`src/rtl/wbsdram_pkg.sv`:
```
// wbsdram_pkg: shared types for the two-master SDRAM Wishbone arbiter.
package wbsdram_pkg;

  typedef enum logic [2:0] {
    IDLE   = 3'd0,
    GNT0   = 3'd1,
    GNT1   = 3'd2,
    DRAIN0 = 3'd3,
    DRAIN1 = 3'd4
  } arb_state_t;

  localparam int PRIO_RR    = 0;
  localparam int PRIO_FIXED = 1;

endpackage

```
`src/rtl/wbsdram_arbiter_if.sv`:
```
// wbsdram_arbiter_if: one Wishbone B4 pipelined link; master drives
// the request side, slave drives ack/stall/read data.
interface wbsdram_arbiter_if #(
  parameter int AW = 24,
  parameter int DW = 16
);
  logic            cyc;
  logic            stb;
  logic            we;
  logic [AW-1:0]   adr;
  logic [DW-1:0]   wdat;
  logic [DW/8-1:0] sel;
  logic [DW-1:0]   rdat;
  logic            ack;
  logic            stall;

  modport master (
    output cyc, stb, we, adr, wdat, sel,
    input  rdat, ack, stall
  );

  modport slave (
    input  cyc, stb, we, adr, wdat, sel,
    output rdat, ack, stall
  );
endinterface

```
`src/rtl/wbsdram_arb_cnt.sv`:
```
// wbsdram_arb_cnt: saturating count of requests accepted by the slave
// but not yet acknowledged.
module wbsdram_arb_cnt #(
  parameter int MAX_OUT = 4,
  parameter int OW      = $clog2(MAX_OUT + 1)
) (
  input  logic clk,
  input  logic rst,
  input  logic inc_i,
  input  logic dec_i,
  output logic full_o,
  output logic zero_o
);
  logic [OW-1:0] cnt_q, cnt_d;
  logic          up, dn;

  assign full_o = (cnt_q == OW'(MAX_OUT));
  assign zero_o = (cnt_q == '0);
  assign up     = inc_i & ~full_o;
  assign dn     = dec_i & ~zero_o;

  always_comb begin
    cnt_d = cnt_q;
    if (up && !dn)
      cnt_d = cnt_q + OW'(1);
    else if (dn && !up)
      cnt_d = cnt_q - OW'(1);
  end

  always_ff @(posedge clk or posedge rst) begin
    if (rst)
      cnt_q <= '0;
    else
      cnt_q <= cnt_d;
  end
endmodule

```
`src/rtl/wbsdram_arbiter.sv`:
```
// wbsdram_arbiter: two-master Wishbone B4 pipelined arbiter in front
// of the SDRAM controller; grant is held until all acks return.
module wbsdram_arbiter
  import wbsdram_pkg::*;
#(
  parameter int AW        = 24,
  parameter int DW        = 16,
  parameter int PRIO_MODE = PRIO_RR,
  parameter int MAX_OUT   = 4
) (
  input  logic              clk,
  input  logic              rst,
  wbsdram_arbiter_if.slave  m0,
  wbsdram_arbiter_if.slave  m1,
  wbsdram_arbiter_if.master s,
  output logic [1:0]        gnt_o
);
  localparam int SW = DW / 8;

  localparam logic [2:0] S_IDLE   = IDLE;
  localparam logic [2:0] S_GNT0   = GNT0;
  localparam logic [2:0] S_GNT1   = GNT1;
  localparam logic [2:0] S_DRAIN0 = DRAIN0;
  localparam logic [2:0] S_DRAIN1 = DRAIN1;

  logic [2:0] state_q, state_d;
  logic       last_q, last_d;
  logic       g0, g1, d0, d1;
  logic       full, zero, inc, dec;
  logic       sel1;

  logic [AW-1:0] adr_mux;
  logic [DW-1:0] dat_mux;
  logic [SW-1:0] sel_mux;

  wbsdram_arb_cnt #(
    .MAX_OUT (MAX_OUT)
  ) u_cnt (
    .clk    (clk),
    .rst    (rst),
    .inc_i  (inc),
    .dec_i  (dec),
    .full_o (full),
    .zero_o (zero)
  );

  assign g0 = (state_q == S_GNT0);
  assign g1 = (state_q == S_GNT1);
  assign d0 = (state_q == S_DRAIN0);
  assign d1 = (state_q == S_DRAIN1);

  assign gnt_o = {g1 | d1, g0 | d0};
  assign sel1  = gnt_o[1];

  // stb is gated by the registered count only, never by s.stall
  assign s.cyc = |gnt_o;
  assign s.stb = (g0 & m0.cyc & m0.stb & ~full)
               | (g1 & m1.cyc & m1.stb & ~full);

  assign adr_mux = sel1 ? m1.adr  : m0.adr;
  assign dat_mux = sel1 ? m1.wdat : m0.wdat;
  assign sel_mux = sel1 ? m1.sel  : m0.sel;
  assign s.we    = sel1 ? m1.we   : m0.we;
  assign s.adr   = adr_mux;
  assign s.wdat  = dat_mux;
  assign s.sel   = sel_mux;

  assign inc = s.stb & ~s.stall;
  assign dec = s.ack & ~zero;

  assign m0.ack   = g0 & dec;
  assign m1.ack   = g1 & dec;
  assign m0.stall = ~g0 | s.stall | full;
  assign m1.stall = ~g1 | s.stall | full;
  assign m0.rdat  = s.rdat;
  assign m1.rdat  = s.rdat;

  always_comb begin
    state_d = state_q;
    last_d  = last_q;
    unique case (state_q)
      S_IDLE: begin
        if (m0.cyc && m1.cyc)
          state_d = (PRIO_MODE == PRIO_FIXED || last_q) ? S_GNT0 : S_GNT1;
        else if (m0.cyc)
          state_d = S_GNT0;
        else if (m1.cyc)
          state_d = S_GNT1;
      end
      S_GNT0, S_DRAIN0: begin
        if (!m0.cyc || state_q == S_DRAIN0) begin
          if (zero) begin
            state_d = m1.cyc ? S_GNT1 : S_IDLE;
            last_d  = 1'b0;
          end else begin
            state_d = S_DRAIN0;
          end
        end
      end
      S_GNT1, S_DRAIN1: begin
        if (!m1.cyc || state_q == S_DRAIN1) begin
          if (zero) begin
            state_d = m0.cyc ? S_GNT0 : S_IDLE;
            last_d  = 1'b1;
          end else begin
            state_d = S_DRAIN1;
          end
        end
      end
      default: state_d = S_IDLE;
    endcase
  end

  always_ff @(posedge clk or posedge rst) begin
    if (rst) begin
      state_q <= S_IDLE;
      last_q  <= 1'b1;
    end else begin
      state_q <= state_d;
      last_q  <= last_d;
    end
  end
endmodule

```
`src/flat_wrapper.sv`:
```
// flat-port wrapper written by rule: the top's interface ports become plain ports
module wbsdram_arbiter_flat import wbsdram_pkg::*;
#(
  parameter int AW        = 24,
  parameter int DW        = 16,
  parameter int PRIO_MODE = PRIO_RR,
  parameter int MAX_OUT   = 4
)
  (clk, rst, gnt_o, m0_cyc, m0_stb, m0_we, m0_adr, m0_wdat, m0_sel, m0_rdat, m0_ack, m0_stall, m1_cyc, m1_stb, m1_we, m1_adr, m1_wdat, m1_sel, m1_rdat, m1_ack, m1_stall, s_cyc, s_stb, s_we, s_adr, s_wdat, s_sel, s_rdat, s_ack, s_stall);
  wbsdram_arbiter_if #(.AW(AW), .DW(DW)) m0_i ();
  wbsdram_arbiter_if #(.AW(AW), .DW(DW)) m1_i ();
  wbsdram_arbiter_if #(.AW(AW), .DW(DW)) s_i ();
  input  logic clk;
  input  logic rst;
  output logic [1:0] gnt_o;
  input wire logic [$bits(m0_i.cyc)-1:0] m0_cyc;
  input wire logic [$bits(m0_i.stb)-1:0] m0_stb;
  input wire logic [$bits(m0_i.we)-1:0] m0_we;
  input wire logic [$bits(m0_i.adr)-1:0] m0_adr;
  input wire logic [$bits(m0_i.wdat)-1:0] m0_wdat;
  input wire logic [$bits(m0_i.sel)-1:0] m0_sel;
  output wire logic [$bits(m0_i.rdat)-1:0] m0_rdat;
  output wire logic [$bits(m0_i.ack)-1:0] m0_ack;
  output wire logic [$bits(m0_i.stall)-1:0] m0_stall;
  input wire logic [$bits(m1_i.cyc)-1:0] m1_cyc;
  input wire logic [$bits(m1_i.stb)-1:0] m1_stb;
  input wire logic [$bits(m1_i.we)-1:0] m1_we;
  input wire logic [$bits(m1_i.adr)-1:0] m1_adr;
  input wire logic [$bits(m1_i.wdat)-1:0] m1_wdat;
  input wire logic [$bits(m1_i.sel)-1:0] m1_sel;
  output wire logic [$bits(m1_i.rdat)-1:0] m1_rdat;
  output wire logic [$bits(m1_i.ack)-1:0] m1_ack;
  output wire logic [$bits(m1_i.stall)-1:0] m1_stall;
  output wire logic [$bits(s_i.cyc)-1:0] s_cyc;
  output wire logic [$bits(s_i.stb)-1:0] s_stb;
  output wire logic [$bits(s_i.we)-1:0] s_we;
  output wire logic [$bits(s_i.adr)-1:0] s_adr;
  output wire logic [$bits(s_i.wdat)-1:0] s_wdat;
  output wire logic [$bits(s_i.sel)-1:0] s_sel;
  input wire logic [$bits(s_i.rdat)-1:0] s_rdat;
  input wire logic [$bits(s_i.ack)-1:0] s_ack;
  input wire logic [$bits(s_i.stall)-1:0] s_stall;
  assign m0_i.cyc = m0_cyc;
  assign m0_i.stb = m0_stb;
  assign m0_i.we = m0_we;
  assign m0_i.adr = m0_adr;
  assign m0_i.wdat = m0_wdat;
  assign m0_i.sel = m0_sel;
  assign m0_rdat = m0_i.rdat;
  assign m0_ack = m0_i.ack;
  assign m0_stall = m0_i.stall;
  assign m1_i.cyc = m1_cyc;
  assign m1_i.stb = m1_stb;
  assign m1_i.we = m1_we;
  assign m1_i.adr = m1_adr;
  assign m1_i.wdat = m1_wdat;
  assign m1_i.sel = m1_sel;
  assign m1_rdat = m1_i.rdat;
  assign m1_ack = m1_i.ack;
  assign m1_stall = m1_i.stall;
  assign s_cyc = s_i.cyc;
  assign s_stb = s_i.stb;
  assign s_we = s_i.we;
  assign s_adr = s_i.adr;
  assign s_wdat = s_i.wdat;
  assign s_sel = s_i.sel;
  assign s_i.rdat = s_rdat;
  assign s_i.ack = s_ack;
  assign s_i.stall = s_stall;
  wbsdram_arbiter #(.AW(AW), .DW(DW), .PRIO_MODE(PRIO_MODE), .MAX_OUT(MAX_OUT)) u_core (.clk(clk), .rst(rst), .m0(m0_i), .m1(m1_i), .s(s_i), .gnt_o(gnt_o));
endmodule
```
`config.mk`:
```
export PLATFORM = sky130hd
export DESIGN_NAME = wbsdram_arbiter_flat
export DESIGN_NICKNAME = d
export VERILOG_FILES = /design/src/rtl/wbsdram_pkg.sv /design/src/rtl/wbsdram_arbiter_if.sv /design/src/rtl/wbsdram_arb_cnt.sv /design/src/rtl/wbsdram_arbiter.sv /design/src/flat_wrapper.sv
export SDC_FILE = /design/constraint.sdc
export NUM_CORES = 1
export LEC_CHECK = 0
export ABC_AREA = 1
export CORE_ASPECT_RATIO = 1.75
export CORE_MARGIN = 2
export CORE_UTILIZATION = 24
export DETAILED_ROUTE_END_ITERATION = 7
export PLACE_DENSITY = 0.82
export SETUP_SLACK_MARGIN = 0.02
export SKIP_LAST_GASP = 1
export SLEW_MARGIN = 20
export SYNTH_ARGS = -nofsm -noshare
export SYNTH_HDL_FRONTEND = slang
export SYNTH_SLANG_ARGS = --single-unit
```
`constraint.sdc`:
```
create_clock -name clk -period 2.3 [get_ports clk]
set_input_delay 0.46 -clock clk [delete_from_list [all_inputs] [get_ports clk]]
set_output_delay 0.46 -clock clk [all_outputs]
set_load 0.05 [all_outputs]
```
==> flow_metrics.env, run 1 <==
export IMPL_crit_fanout=44
export IMPL_fin_worst_skew_ns=0.00245
export IMPL_antenna_found_initial=0
export IMPL_power_frac_seq=0.045
export IMPL_routed_wl_um=6510
export IMPL_setup_violations=0
export IMPL_syn_inst=247
export IMPL_multi_input_area_um2=793
export IMPL_worstSetupStartpointType="flop"
export IMPL_async_flop_share=1.00
export IMPL_rrSetupSlack_ns=0.21
export IMPL_end_kind="output port"
export IMPL_synth_area_um2=1340
export IMPL_numCtsBuffers=3
export IMPL_place_port_buffers=144
export IMPL_grt_max_degree=48
export IMPL_core_region_area_um2=5500
export IMPL_nFillCells=500
export IMPL_fin_nets=471
export IMPL_p_int_uw=2570
export IMPL_gr_usage_all_layers=0.193
export IMPL_chipHeight_um=103
export IMPL_synth_edf_count=0
export IMPL_synth_cell_types=24
export IMPL_clk_pin_slew_worst_paths_ns=0.04
export IMPL_drtIter0Drc=76
export IMPL_drive_above_1_share=0.201
export IMPL_gp_congestion=0.885
export IMPL_fin_crit_ns=2.19
export IMPL_power_density_nw_per_um2=1810
export IMPL_drc=0
export IMPL_yosys_register_bits=7
export IMPL_hold_path_class="reg2reg"
export IMPL_report_final_hold_viol_count=0
export IMPL_vias=1927
export IMPL_clkPwrFrac=0.030
export IMPL_slew_headroom=0.711
export IMPL_drtPass1Iterations=4
export IMPL_wire_per_inst_um=15.0
export IMPL_fmax_mhz=456
export IMPL_initial_core_util=0.243
export IMPL_sw_frac_of_total=0.550
export IMPL_power_switching_uw=3140
export IMPL_drv_cap=0
export IMPL_reg2reg_to="u_core.u_cnt.cnt_q[1]"
export IMPL_rsz0062_at_grt="yes"
export IMPL_fin_crit_sh=0.954
export IMPL_dieArea_um2=6210
export IMPL_syn_nets=359
export IMPL_cts_path_max_buffers=2
export IMPL_dpl_hpwl_um=5340
export IMPL_ys_seq_area_frac=0.132
export IMPL_worst_endpoint_arrival_ns=1.73
export IMPL_die_w_um=60.4
export IMPL_ys_dominant_reg_cell="dfrtp_1"
export IMPL_grt_overflow=0
export IMPL_hold_slack_ns=0.471
export IMPL_worst_pin_slew_ns=0.433
export IMPL_max_vdd_ir_drop_mv=1.49
export IMPL_setup_worst_path_start="u_core.state_q[0]"
export IMPL_syn_area_per_cell_um2=5.42
export IMPL_clk_latency_ns=0.23
export IMPL_r2r_start="u_core.state_q[0]"
export IMPL_ios=193
export IMPL_viasPerCell=4.44
export IMPL_combPwrFrac=0.924
export IMPL_power_leakage_uw=0.00156
export IMPL_antennaDiodeCount=0
export IMPL_total_power_uw=5710
export IMPL_area_growth_pct=136
export IMPL_worstRegToRegCells=10
export IMPL_cts_sinks=7
export IMPL_drv_slew=0
export IMPL_rows=36
export IMPL_grt_pass1_wl_um=8980
export IMPL_tritoncts="yes"
export IMPL_endpoint="s_wdat[15]"
export IMPL_seq_area_um2=176
export IMPL_criticalPathCategory="reg2out"
export IMPL_cts_root_buffer="clkbuf_8"
export IMPL_grt_pass1_vias=1837
export IMPL_cts_hold_buf=0
export IMPL_outcome="finished, final reports clean"
export IMPL_required_ns=1.84
export IMPL_yosys_warnings=0
export IMPL_htree_num_levels=1
export IMPL_antenna_left=0
## flip-flops by register name (all words and copies together), names as in the netlist
| register | cells |
|---|---|
| u_core.state_q | 3 |
| u_core.last_q | 1 |
| u_core.u_cnt.cnt_q | 3 |
## cell usage after synthesis (all sizes together), types with 2 or more instances
| master | number | share of area |
|---|---|---|
| inv | 13 | 0.036 |
| o21ai | 2 | 0.0075 |
| buf | 42 | 0.25 |
| nor2 | 8 | 0.024 |
| a21oi | 3 | 0.011 |
| dfrtp | 6 | 0.11 |
| nand2 | 152 | 0.43 |
| nand3 | 9 | 0.037 |
| nand4 | 3 | 0.014 |
## logic make-up after synthesis
| group | share of synthesized area |
|---|---|
| AOI/OAI and AO/OA | 0.0243 |
| muxes | 0.00842 |
| buffers and inverters | 0.282 |
| DFF | 0.132 |
| xor gates and xnor gates | 0.0131 |
| adders and majority gates | 0.0243 |
| and+or+nand+nor | 0.516 |
## metal layers
metal	vias up	global-route usage	routed length (um)
met5	-	0	0
met4	0	0.122	420
met3	36	0.118	1050
met2	127	0.327	3060
met1	828	0.165	1980
li1	936	-	-
## metrics by stage
stage | cell area, um^2 | worst slack [ns] | cells | utilization | TNS (ns)
2_1_floorplan | 1340 | 0.0522 | 247 | - | 0
3_3_place_gp | 3080 | -0.127 | 427 | 0.560 | -0.160
3_5_place_dp | 3080 | -0.178 | 427 | 0.560 | -0.299
4_1_cts | 3120 | 0.0541 | 431 | 0.568 | 0
5_1_grt | 3160 | 0.0161 | 434 | 0.575 | 0
6_report | 3160 | 0.105 | 434 | 0.575 | 0
## layout make-up
type / count / share of cell area
Clock buffer: 4 / 0.0143
Sequential cell: 7 / 0.0558
Inverter: 13 / 0.0174
Multi-Input combinational cell: 185 / 0.251
Timing Repair Buffer: 149 / 0.631
Tap cell: 76 / 0.0301
## layout by cell type (no fill, tap or decap), types with 2 or more instances in the layout
master             n
nand4_1            3
a21oi_1            2
nand2_1          150
clkbuf_8           3
inv_1             10
dfrtp_1            6
nand2_2            2
buf_12            51
dlymetal6s2s_1     2
buf_4              5
clkdlybuf4s50_1   91
nor2_1             7
nand3_1            8
## what timing repair did
action,CTS,global route
resized for setup,1,6
setup endpoints to repair,44,2
buffers inserted,0,3
pin swaps,0,2
## power groups by stage
stage	logic [uW]	clock network (uW)	registers (uW)
after global placement	5210	0	248
after floorplan	2940	0	239
after CTS	5280	175	253
final	5280	173	258
after global routing	5520	184	265
after detailed placement	5260	0	255
## worst min-delay path by stage
stage	startpoint	slack (ns)	endpoint	depth (start not counted)
final	u_core.last_q	0.47	u_core.last_q	2
after global routing	u_core.last_q	0.51	u_core.last_q	2
after detailed placement	u_core.last_q	0.46	u_core.last_q	2
after floorplan	rst	0.26	u_core.state_q[0]	1
after CTS	u_core.last_q	0.47	u_core.last_q	2
after global placement	u_core.last_q	0.46	u_core.last_q	2
## critical path, cell delays in order (launching register included)
cell,delay [ns]
dfrtp_1,0.43
inv_1,0.10
nand3_2,0.10
nand2_2,0.09
inv_4,0.34
nand2_1,0.12
nand2_1,0.15
buf_12,0.15
Note: power is estimated with default switching activity, not from simulation.
==> run 2: changes to the inputs <==
Settings changed: CTS_CLUSTER_DIAMETER from default to 40.
==> results of run 2 <==
No change in the layout: final DEF, timing and power equal those of run 1.
